**src/rtl/world_pkg.sv**
```systemverilog
// world_pkg: world geometry constants and collision FSM state type shared by the arbiter slice.
package world_pkg;
  localparam logic [10:0] WORLD_W = 11'd1280;
  localparam logic [7:0] WORLD_H = 8'd240;
  localparam int ADDR_W = 19;
  typedef enum logic [1:0] {IDLE, ISSUE, WAIT, DONE} col_state_t;
endpackage

```
**src/rtl/world_rom_arbiter_if.sv**
```systemverilog
// world_rom_arbiter_if: collision lookup request/acknowledge bundle between a requester and the arbiter.
interface world_rom_arbiter_if;
  logic col_req;
  logic [10:0] col_x;
  logic [7:0] col_y;
  logic col_ack;
  logic [3:0] col_q;
  logic col_oob;
  modport master (output col_req, col_x, col_y, input col_ack, col_q, col_oob);
  modport slave (input col_req, col_x, col_y, output col_ack, col_q, col_oob);
endinterface

```
**src/rtl/world_addr_calc.sv**
```systemverilog
// world_addr_calc: maps world (x,y) to a linear ROM address y*1280+x using shifts instead of a multiplier.
module world_addr_calc
  import world_pkg::*;
(
  input  logic [10:0] x,
  input  logic [7:0] y,
  output logic [ADDR_W-1:0] addr
);
  assign addr = (ADDR_W'(y) << 10) + (ADDR_W'(y) << 8) + ADDR_W'(x);
endmodule

```
**src/rtl/world_rom_arbiter.sv**
```systemverilog
// world_rom_arbiter: shares one world ROM between the scrolled pixel path and a collision lookup FSM.
module world_rom_arbiter
  import world_pkg::*;
(
  input  logic vga_clk,
  input  logic Reset,
  input  logic [9:0] DrawX,
  input  logic [9:0] DrawY,
  input  logic blank,
  input  logic [10:0] scroll_x,
  world_rom_arbiter_if.slave col,
  output logic [ADDR_W-1:0] rom_address,
  input  logic [3:0] rom_q,
  output logic [3:0] pix_index,
  output logic pix_valid
);
  col_state_t state;
  logic [10:0] scroll_q, sx_sum, wx;
  logic [ADDR_W-1:0] pix_addr, col_addr;
  logic blank_d, oob, col_drive, unused_lsb;
  assign unused_lsb = ^{DrawX[0], DrawY[9], DrawY[0]};
  // Half-resolution display: two screen pixels per world texel in each axis.
  assign sx_sum = 11'(DrawX[9:1]) + scroll_q;
  assign wx = sx_sum >= WORLD_W ? sx_sum - WORLD_W : sx_sum;
  assign oob = col.col_x >= WORLD_W || col.col_y >= WORLD_H;
  assign col_drive = state == ISSUE || (state == IDLE && col.col_req && !oob);
  world_addr_calc u_pix_calc (.x(wx), .y(DrawY[8:1]), .addr(pix_addr));
  world_addr_calc u_col_calc (.x(col.col_x), .y(col.col_y), .addr(col_addr));
  always_ff @(posedge vga_clk or posedge Reset) begin
    if (Reset) begin
      state <= IDLE;
      scroll_q <= '0;
      rom_address <= '0;
      pix_index <= '0;
      pix_valid <= 1'b0;
      blank_d <= 1'b0;
      col.col_ack <= 1'b0;
      col.col_q <= '0;
      col.col_oob <= 1'b0;
    end else begin
      if (DrawX == '0 && DrawY == '0)
        scroll_q <= scroll_x >= WORLD_W ? scroll_x - WORLD_W : scroll_x;
      blank_d <= blank;
      pix_valid <= blank_d;
      pix_index <= rom_q;
      col.col_ack <= 1'b0;
      // Active video always owns the ROM; collisions only steal blanking cycles.
      rom_address <= blank ? pix_addr : col_drive ? col_addr : rom_address;
      case (state)
        IDLE:
          if (col.col_req && oob) begin
            state <= DONE;
            col.col_ack <= 1'b1;
            col.col_oob <= 1'b1;
            col.col_q <= '0;
          end else if (col.col_req && !blank) state <= ISSUE;
        ISSUE: state <= blank ? IDLE : WAIT;
        WAIT: begin
          state <= DONE;
          col.col_ack <= 1'b1;
          col.col_oob <= 1'b0;
          col.col_q <= rom_q;
        end
        DONE: state <= IDLE;
      endcase
    end
  end
endmodule
```
**src/flat_wrapper.sv**
```systemverilog
// flat-port wrapper written by rule: the top's interface ports become plain ports
module world_rom_arbiter_flat import world_pkg::*;
  (vga_clk, Reset, DrawX, DrawY, blank, scroll_x, rom_address, rom_q, pix_index, pix_valid, col_col_req, col_col_x, col_col_y, col_col_ack, col_col_q, col_col_oob);
  world_rom_arbiter_if col_i ();
  input  logic vga_clk;
  input  logic Reset;
  input  logic [9:0] DrawX;
  input  logic [9:0] DrawY;
  input  logic blank;
  input  logic [10:0] scroll_x;
  output logic [ADDR_W-1:0] rom_address;
  input  logic [3:0] rom_q;
  output logic [3:0] pix_index;
  output logic pix_valid;
  input wire logic [$bits(col_i.col_req)-1:0] col_col_req;
  input wire logic [$bits(col_i.col_x)-1:0] col_col_x;
  input wire logic [$bits(col_i.col_y)-1:0] col_col_y;
  output wire logic [$bits(col_i.col_ack)-1:0] col_col_ack;
  output wire logic [$bits(col_i.col_q)-1:0] col_col_q;
  output wire logic [$bits(col_i.col_oob)-1:0] col_col_oob;
  assign col_i.col_req = col_col_req;
  assign col_i.col_x = col_col_x;
  assign col_i.col_y = col_col_y;
  assign col_col_ack = col_i.col_ack;
  assign col_col_q = col_i.col_q;
  assign col_col_oob = col_i.col_oob;
  world_rom_arbiter u_core (.vga_clk(vga_clk), .Reset(Reset), .DrawX(DrawX), .DrawY(DrawY), .blank(blank), .scroll_x(scroll_x), .col(col_i), .rom_address(rom_address), .rom_q(rom_q), .pix_index(pix_index), .pix_valid(pix_valid));
endmodule
```
**config.mk**
```make
export PLATFORM = sky130hd
export DESIGN_NAME = world_rom_arbiter_flat
export DESIGN_NICKNAME = d
export VERILOG_FILES = /design/src/rtl/world_pkg.sv /design/src/rtl/world_rom_arbiter_if.sv /design/src/rtl/world_addr_calc.sv /design/src/rtl/world_rom_arbiter.sv /design/src/flat_wrapper.sv
export SDC_FILE = /design/constraint.sdc
export NUM_CORES = 1
export LEC_CHECK = 0
export CORE_ASPECT_RATIO = 1.5
export CORE_MARGIN = 3
export CORE_UTILIZATION = 55
export DETAILED_ROUTE_END_ITERATION = 10
export PLACE_DENSITY_LB_ADDON = 0.15
export SYNTH_ARGS = -nofsm -noshare
export SYNTH_HDL_FRONTEND = slang
export SYNTH_HIERARCHICAL = 1
export SYNTH_SLANG_ARGS = --single-unit
export TNS_END_PERCENT = 50
```
**constraint.sdc**
```tcl
create_clock -name vga_clk -period 11.5 [get_ports vga_clk]
set_clock_uncertainty 0.15 [all_clocks]
set_input_delay 2.3 -clock vga_clk [delete_from_list [all_inputs] [get_ports vga_clk]]
set_output_delay 2.3 -clock vga_clk [all_outputs]
set_load 0.005 [all_outputs]
```
# ---- Word-level counts from Yosys, hierarchy flattened
# Cells that the tools add are included.
dict set report word_totals {
  ff_bits 44
  latchBits 0
  ramBits 0
  mem_bits_ro 0
  input_bits 58
  out_inout_bits 30
  elab_cells 54
  n_memories 0
}
dict set report op_classes {
  add_sub_neg 7
  multipliers 0
  div 0
  n_lt_le_gt_ge 4
  n_eq_ne 5
  shift 0
  muxes 14
  bitwise_logic 0
  n_reduce_logical 15
}
# cell n
set ops {}
lappend ops {{adder 18 x 16 -> 19 bit} 2}
lappend ops {{adder 19 x 11 -> 19 bit} 2}
lappend ops {{2-to-1 mux 19 bit} 2}
lappend ops {{greater-or-equal comparator 11 bit, second input constant} 3}
lappend ops {{2-to-1 mux 11 bit} 2}
lappend ops {{subtractor 11 bit, second input constant} 2}
lappend ops {{zero test 10 bit} 2}
lappend ops {{adder 9 x 11 -> 11 bit} 1}
lappend ops {{greater-or-equal comparator 8 bit, second input constant} 1}
lappend ops {{case mux 2 bit (4 select lines)} 1}
lappend ops {{case mux 4 bit (2 select lines)} 1}
lappend ops {{2-to-1 mux 2 bit} 3}
lappend ops {{logical AND 1 bit} 5}
lappend ops {{equality test 2 bit, second input constant} 2}
lappend ops {{2-to-1 mux 4 bit} 1}
lappend ops {{case mux 1 bit (2 select lines)} 2}
lappend ops {{nonzero test 2 bit} 2}
lappend ops {{!= test 3 bit, second input constant} 1}
lappend ops {{equality test 2 x 1 -> 1 bit, second input constant} 1}
lappend ops {{zero test 1 bit} 2}
lappend ops {{zero test 2 bit} 1}
lappend ops {{logical OR 1 bit} 2}
lappend ops {{2-to-1 mux 1 bit} 2}
lappend ops {{!= test 2 bit, second input constant} 1}
lappend ops {{AND reduction 2 bit} 1}

# ---- Depth between registers and ports, before layout
dict set report depth {
  ltp_word 7
  mapped_depth 22
  ltp_nobuf 22
}

# ---- Modules after synthesis
# The synthesis kept the hierarchy.
# module instances cells_per_inst area_per_inst_um2 seq_area_each_um2
set by_module_without_submodules {}
lappend by_module_without_submodules {world_rom_arbiter 1 236 2437.3 1101.1}
lappend by_module_without_submodules {world_addr_calc 2 81 621.8 0.0}

# ---- Least setup slack after synthesis
# No wires, ideal clock.
dict set report synth_timing {
  kind {input-to-reg}
  startpoint {input DrawX[1]}
  endpoint {register u_core.rom_address[16]}
  setup_ns 0.077
  arrival_ns 6.271
  t_required_ns 11.273
  setup_slack_ns 5.001
  cell_stages 22
  n_path_buf 0
  cell_sequence {ha_1 > fa_1 > a21o_1 > a221oi_1 > nor3_1 > xnor2_1 > inv_1 > ha_1 > nand2_1 > nor4_2 > a31oi_1 > a22o_1 > inv_1 > fa_1 > inv_1 > ha_1 > a21oi_1 > nor2_1 > o2111a_1 > a311oi_1 > mux2i_1 > a21oi_1}
}
dict set report synth_via {
  elab_chain_len 5
  elab_cells_between_ends 6
  cone_classes {3 x add/sub; 1 x order compare; 2 x mux}
}
# item line
set synth_rtl {}
lappend synth_rtl {{start: declaration} flat_wrapper.sv:7} ;# input logic [9:0] DrawX;
lappend synth_rtl {{adder 9 x 11 -> 11 bit *} world_rom_arbiter.sv:23} ;# assign sx_sum = 11'(DrawX[9:1]) + scroll_q;
lappend synth_rtl {{subtractor 11 bit or greater-or-equal comparator 11 bit (tied branches)} world_rom_arbiter.sv:24} ;# assign wx = sx_sum >= WORLD_W ? sx_sum - WORLD_W : sx_sum;
lappend synth_rtl {{2-to-1 mux 11 bit *} world_rom_arbiter.sv:24}
lappend synth_rtl {{net u_core.wx[10]} world_rom_arbiter.sv:18} ;# logic [10:0] scroll_q, sx_sum, wx;
lappend synth_rtl {{adder 19 x 11 -> 19 bit *} world_addr_calc.sv:9} ;# assign addr = (ADDR_W'(y) << 10) + (ADDR_W'(y) << 8) + ADDR_W'(x);
lappend synth_rtl {{net u_core.pix_addr[16]} world_rom_arbiter.sv:19} ;# logic [ADDR_W-1:0] pix_addr, col_addr;
lappend synth_rtl {{2-to-1 mux 19 bit *} world_rom_arbiter.sv:48} ;# rom_address <= blank ? pix_addr : col_drive ? col_addr : rom_address;
lappend synth_rtl {{end signal: assignment} world_rom_arbiter.sv:48}
lappend synth_rtl {{end: declaration} world_rom_arbiter.sv:12} ;# output logic [ADDR_W-1:0] rom_address,
# The timed path passes the listed nets; every way through them passes the cells marked *.
# A chain may end at the register's enable or synchronous reset.

# ---- Worst setup path after layout
# Ends and elaborated chain as after synthesis.

==> impl_metrics.py <==
metrics = {
    "clock_tree": {
        "cts_buffer_depth": 2,
        "cts_resized": 0,
        "cts_tree": "built",
        "clock_sinks": 44,
        "clkTransAtPathRegs_ps": 100,
        "post_cts_buffers": 0,
        "clk-insertion-delay-late_ps": 300,
        "cts_made_buffers": 5,
        "cts.hold.buffers_added": 0,
        "clockRootBuffer": "clkbuf_8",
        "htreeDepth": 2,
    },
    "timing": {
        "maxSlewHeadroom_pct": 34.8,
        "tightest_slew_ps": 975,
        "slew_viol_final": 0,
        "fmax_mhz": 142,
        "period_needed_ps": 7060,
        "final_hold_viol_count": 0,
        "rsz0062_at_grt": "false",
        "finalSetupViolCount": 0,
        "setup_slack_ps": 4440,
        "setup_tns_ps": 0,
        "post-route-period-util_pct": 61.4,
    },
    "detailed_routing": {
        "first_pass_iters": 4,
        "drt-wirelength-per-cell_microns": 15.8,
        "routed_wl_microns": 8560,
        "drc": 0,
        "vias": 3119,
        "viasPerCell": 5.77,
        "ant_nets": 0,
        "drt_iter0_drc": 72,
    },
    "status": {
        "status": "completed",
    },
    "synth": {
        "yosys_warnings": 6,
        "seq_area_frac_synth_pct": 29.9,
        "netlist_area_sq_um": 3680,
        "synthTopCellsByArea": "dfrtp_1 (30%), ha_1 (15%), mux2i_1 (6.3%), a21oi_1 (4.6%), nor2_1 (4.5%)",
        "synth-async-reset-ratio_pct": 100,
        "yosys.area.top_type": "dfrtp_1",
        "ys_types": 53,
        "synth_edf_count": 0,
        "synth.avg_cell_area_sq_um": 9.25,
        "syn_nets": 504,
        "synthCells": 398,
        "synth-main-ff-cell": "dfrtp_1",
        "synth-seq-cells": 44,
        "synth_top_area_share_pct": 29.9,
    },
    "global_route": {
        "antenna_found_initial": 0,
        "grt_first_pass_wirelength_microns": 14600,
        "grt_pass1_vias": 3240,
        "grt_max_degree": 45,
        "track_usage_pct": 23.5,
        "overflow": 0,
    },
    "setup_path": {
        "crit_path_max_fanout": 6,
        "slowest_stage": "fa_1",
        "path_cells": "clkdlybuf4s50_1 -> ha_1 -> fa_1 -> a21o_1 -> a221oi_1 -> nor3_1 -> xnor2_1 -> inv_1 -> ha_1 -> nand2_1 -> nor4_2 -> a31oi_1 -> a22o_1 -> inv_1 -> fa_1 -> inv_1 -> ha_1 -> a21oi_1 -> nor2_1 -> o2111a_1 -> a311oi_1 -> mux2i_1 -> a21oi_1",
        "cpPeakStageDelay_ps": 540,
        "arrival_ps": 7140,
        "crit_path_start_kind": "input pin",
        "r2r_slack_ps": 6500,
        "cp_data_required_time_ps": 11580,
        "crit_path_end_kind": "register",
        "worstSetupPathType": "in -> reg",
    },
    "power_and_ir_drop": {
        "power.leakage_nw": 2.11,
        "max-vdd-ir-drop_uv": 99.8,
        "clockPowerShare_pct": 21.0,
        "internal_power_uw": 398,
        "p_per_area_nw_per_um2": 129,
        "pwr-share-comb_pct": 42.5,
        "p_switching_uw": 193,
        "power_frac_seq_pct": 36.5,
        "swShare_pct": 32.7,
    },
    "floorplanning": {
        "die_h_microns": 106,
        "die-area_sq_um": 7730,
        "start_util_pct": 58.4,
        "die_x_microns": 72.8,
        "coreArea_sq_um": 6310,
        "row_count": 35,
        "io_pins": 88,
    },
    "finish": {
        "layout_commonest_cell": "clkdlybuf4s50_1",
        "fin_nets": 572,
        "nFillCells": 510,
        "syn_to_final_growth_pct": 24.8,
        "drive_above_1_share_pct": 7.49,
        "final_cell_mix": "clkdlybuf4s50_1 (87), nor2_1 (44), dfrtp_1 (44)",
        "antennaDiodeCount": 0,
        "multi_input_area_sq_um": 2270,
        "ff_latch_area_sq_um": 1100,
    },
    "min_path": {
        "hp-class": "reg -> reg",
    },
    "placement": {
        "portBuffers": 87,
        "dp_hpwl_microns": 6920,
        "place_ws_ps": 4160,
        "routabilityCongestion": 0.862,
    },
    "run": {
        "cap_violations": 0,
    },
}
==> per-stage QoR <==
step	hold slack [ps]	utilization (%)	instances	area (sq um)	power (mW)
after floorplan	181	-	398	3680	0.349
after global placement	192	71.0	533	4480	0.465
after detailed placement	199	71.0	533	4480	0.471
after CTS	223	72.8	541	4590	0.598
after global routing	235	72.8	541	4590	0.634
final	219	72.8	541	4590	0.591
==> power by group through the flow <==
stage,clock (mW),combinational [mW],sequential [mW]
after floorplan,0,0.129,0.221
after global placement,0,0.247,0.219
after detailed placement,0,0.252,0.219
after CTS,0.129,0.254,0.216
after global routing,0.133,0.280,0.222
final,0.124,0.251,0.215
==> cell type report <==
type | instances | area share [%]
clock buffers | 5 | 1.50
clock inverters | 3 | 1.04
inverters | 32 | 2.62
multi-input cells | 293 | 49.4
flip-flops and latches | 44 | 24.0
well taps | 74 | 2.02
repair buffers | 90 | 19.4
==> flip-flops by register name, indices dropped and copies added (netlist names) <==
name                cells
u_core/col.col_q        4
u_core/rom_address     19
u_core/col.col_oob      1
u_core/state            2
u_core/pix_valid        1
u_core/col.col_ack      1
u_core/blank_d          1
u_core/pix_index        4
u_core/scroll_q        11
==> worst max-delay path, delay by kind of cell <==
kind            cells  cell delay [ps]
simple gates        4              320
xor+xnor            1              350
buf+inv             4              630
mux                 1              110
compound gates      8             1740
fa+ha+maj           5             1670
==> cells by family (layout without fill, tap and decap cells) <==
| family | count (synthesis) | in the layout | synth area share, % |
|---|---|---|---|
| xor gates and xnor gates | 13 | 13 | 3.09 |
| adders and majority gates | 48 | 48 | 17.3 |
| and+or+nand+nor | 110 | 110 | 15.2 |
| buffers and inverters | 61 | 130 | 8.53 |
| DFF | 44 | 44 | 29.9 |
| AOI/OAI and AO/OA | 90 | 90 | 16.9 |
| muxes | 32 | 32 | 9.01 |
==> final timing paths <==
path                            cells after the start          startpoint                endpoint
max in group asynchronous                           3               Reset  u_core/rom_address[14]
worst min register to register                      0      u_core/blank_d        u_core/pix_valid
worst max-delay path                               23            DrawX[1]  u_core/rom_address[16]
worst min-delay path                                0      u_core/blank_d        u_core/pix_valid
worst max register to register                     22  u_core/scroll_q[0]  u_core/rom_address[16]
min in group asynchronous                           3               Reset   u_core/rom_address[3]
==> layer usage <==
| layer | up-vias | wire length, microns | track usage [%] |
|---|---|---|---|
| met5 | - | 0 | 0 |
| met4 | 0 | 247 | 8.71 |
| met3 | 18 | 321 | 4.26 |
| met2 | 80 | 4880 | 44.5 |
| met1 | 1475 | 3110 | 24.8 |
| li1 | 1546 | - | - |
==> Yosys cell counts, types with 2 or more instances <==
master and instances:
or2b_1 2, dfrtp_1 44, a22o_1 5, nor2_1 44, o21ai_0 12, nor2b_1 4, mux2i_1 23, or4b_1 2
nand4_1 3, or4_1 3, xnor2_1 10, o21ai_2 2, nand3_1 14, nor4_1 5, clkbuf_1 6, a221oi_1 3
a311oi_1 3, a21oi_1 34, buf_4 16, o2111a_1 2, buf_1 2, nand2_2 2, fa_1 5, buf_6 3
o211ai_1 2, ha_1 43, nor3_1 7, xor2_1 3, o21bai_1 5, nand2_1 10, a31oi_1 6, mux2_2 9
and2b_2 2, inv_1 32, clkbuf_2 2, a21oi_4 2, nand2b_1 4, a21o_1 2, a211oi_1 6
Note: power is estimated with default switching activity, not from simulation.
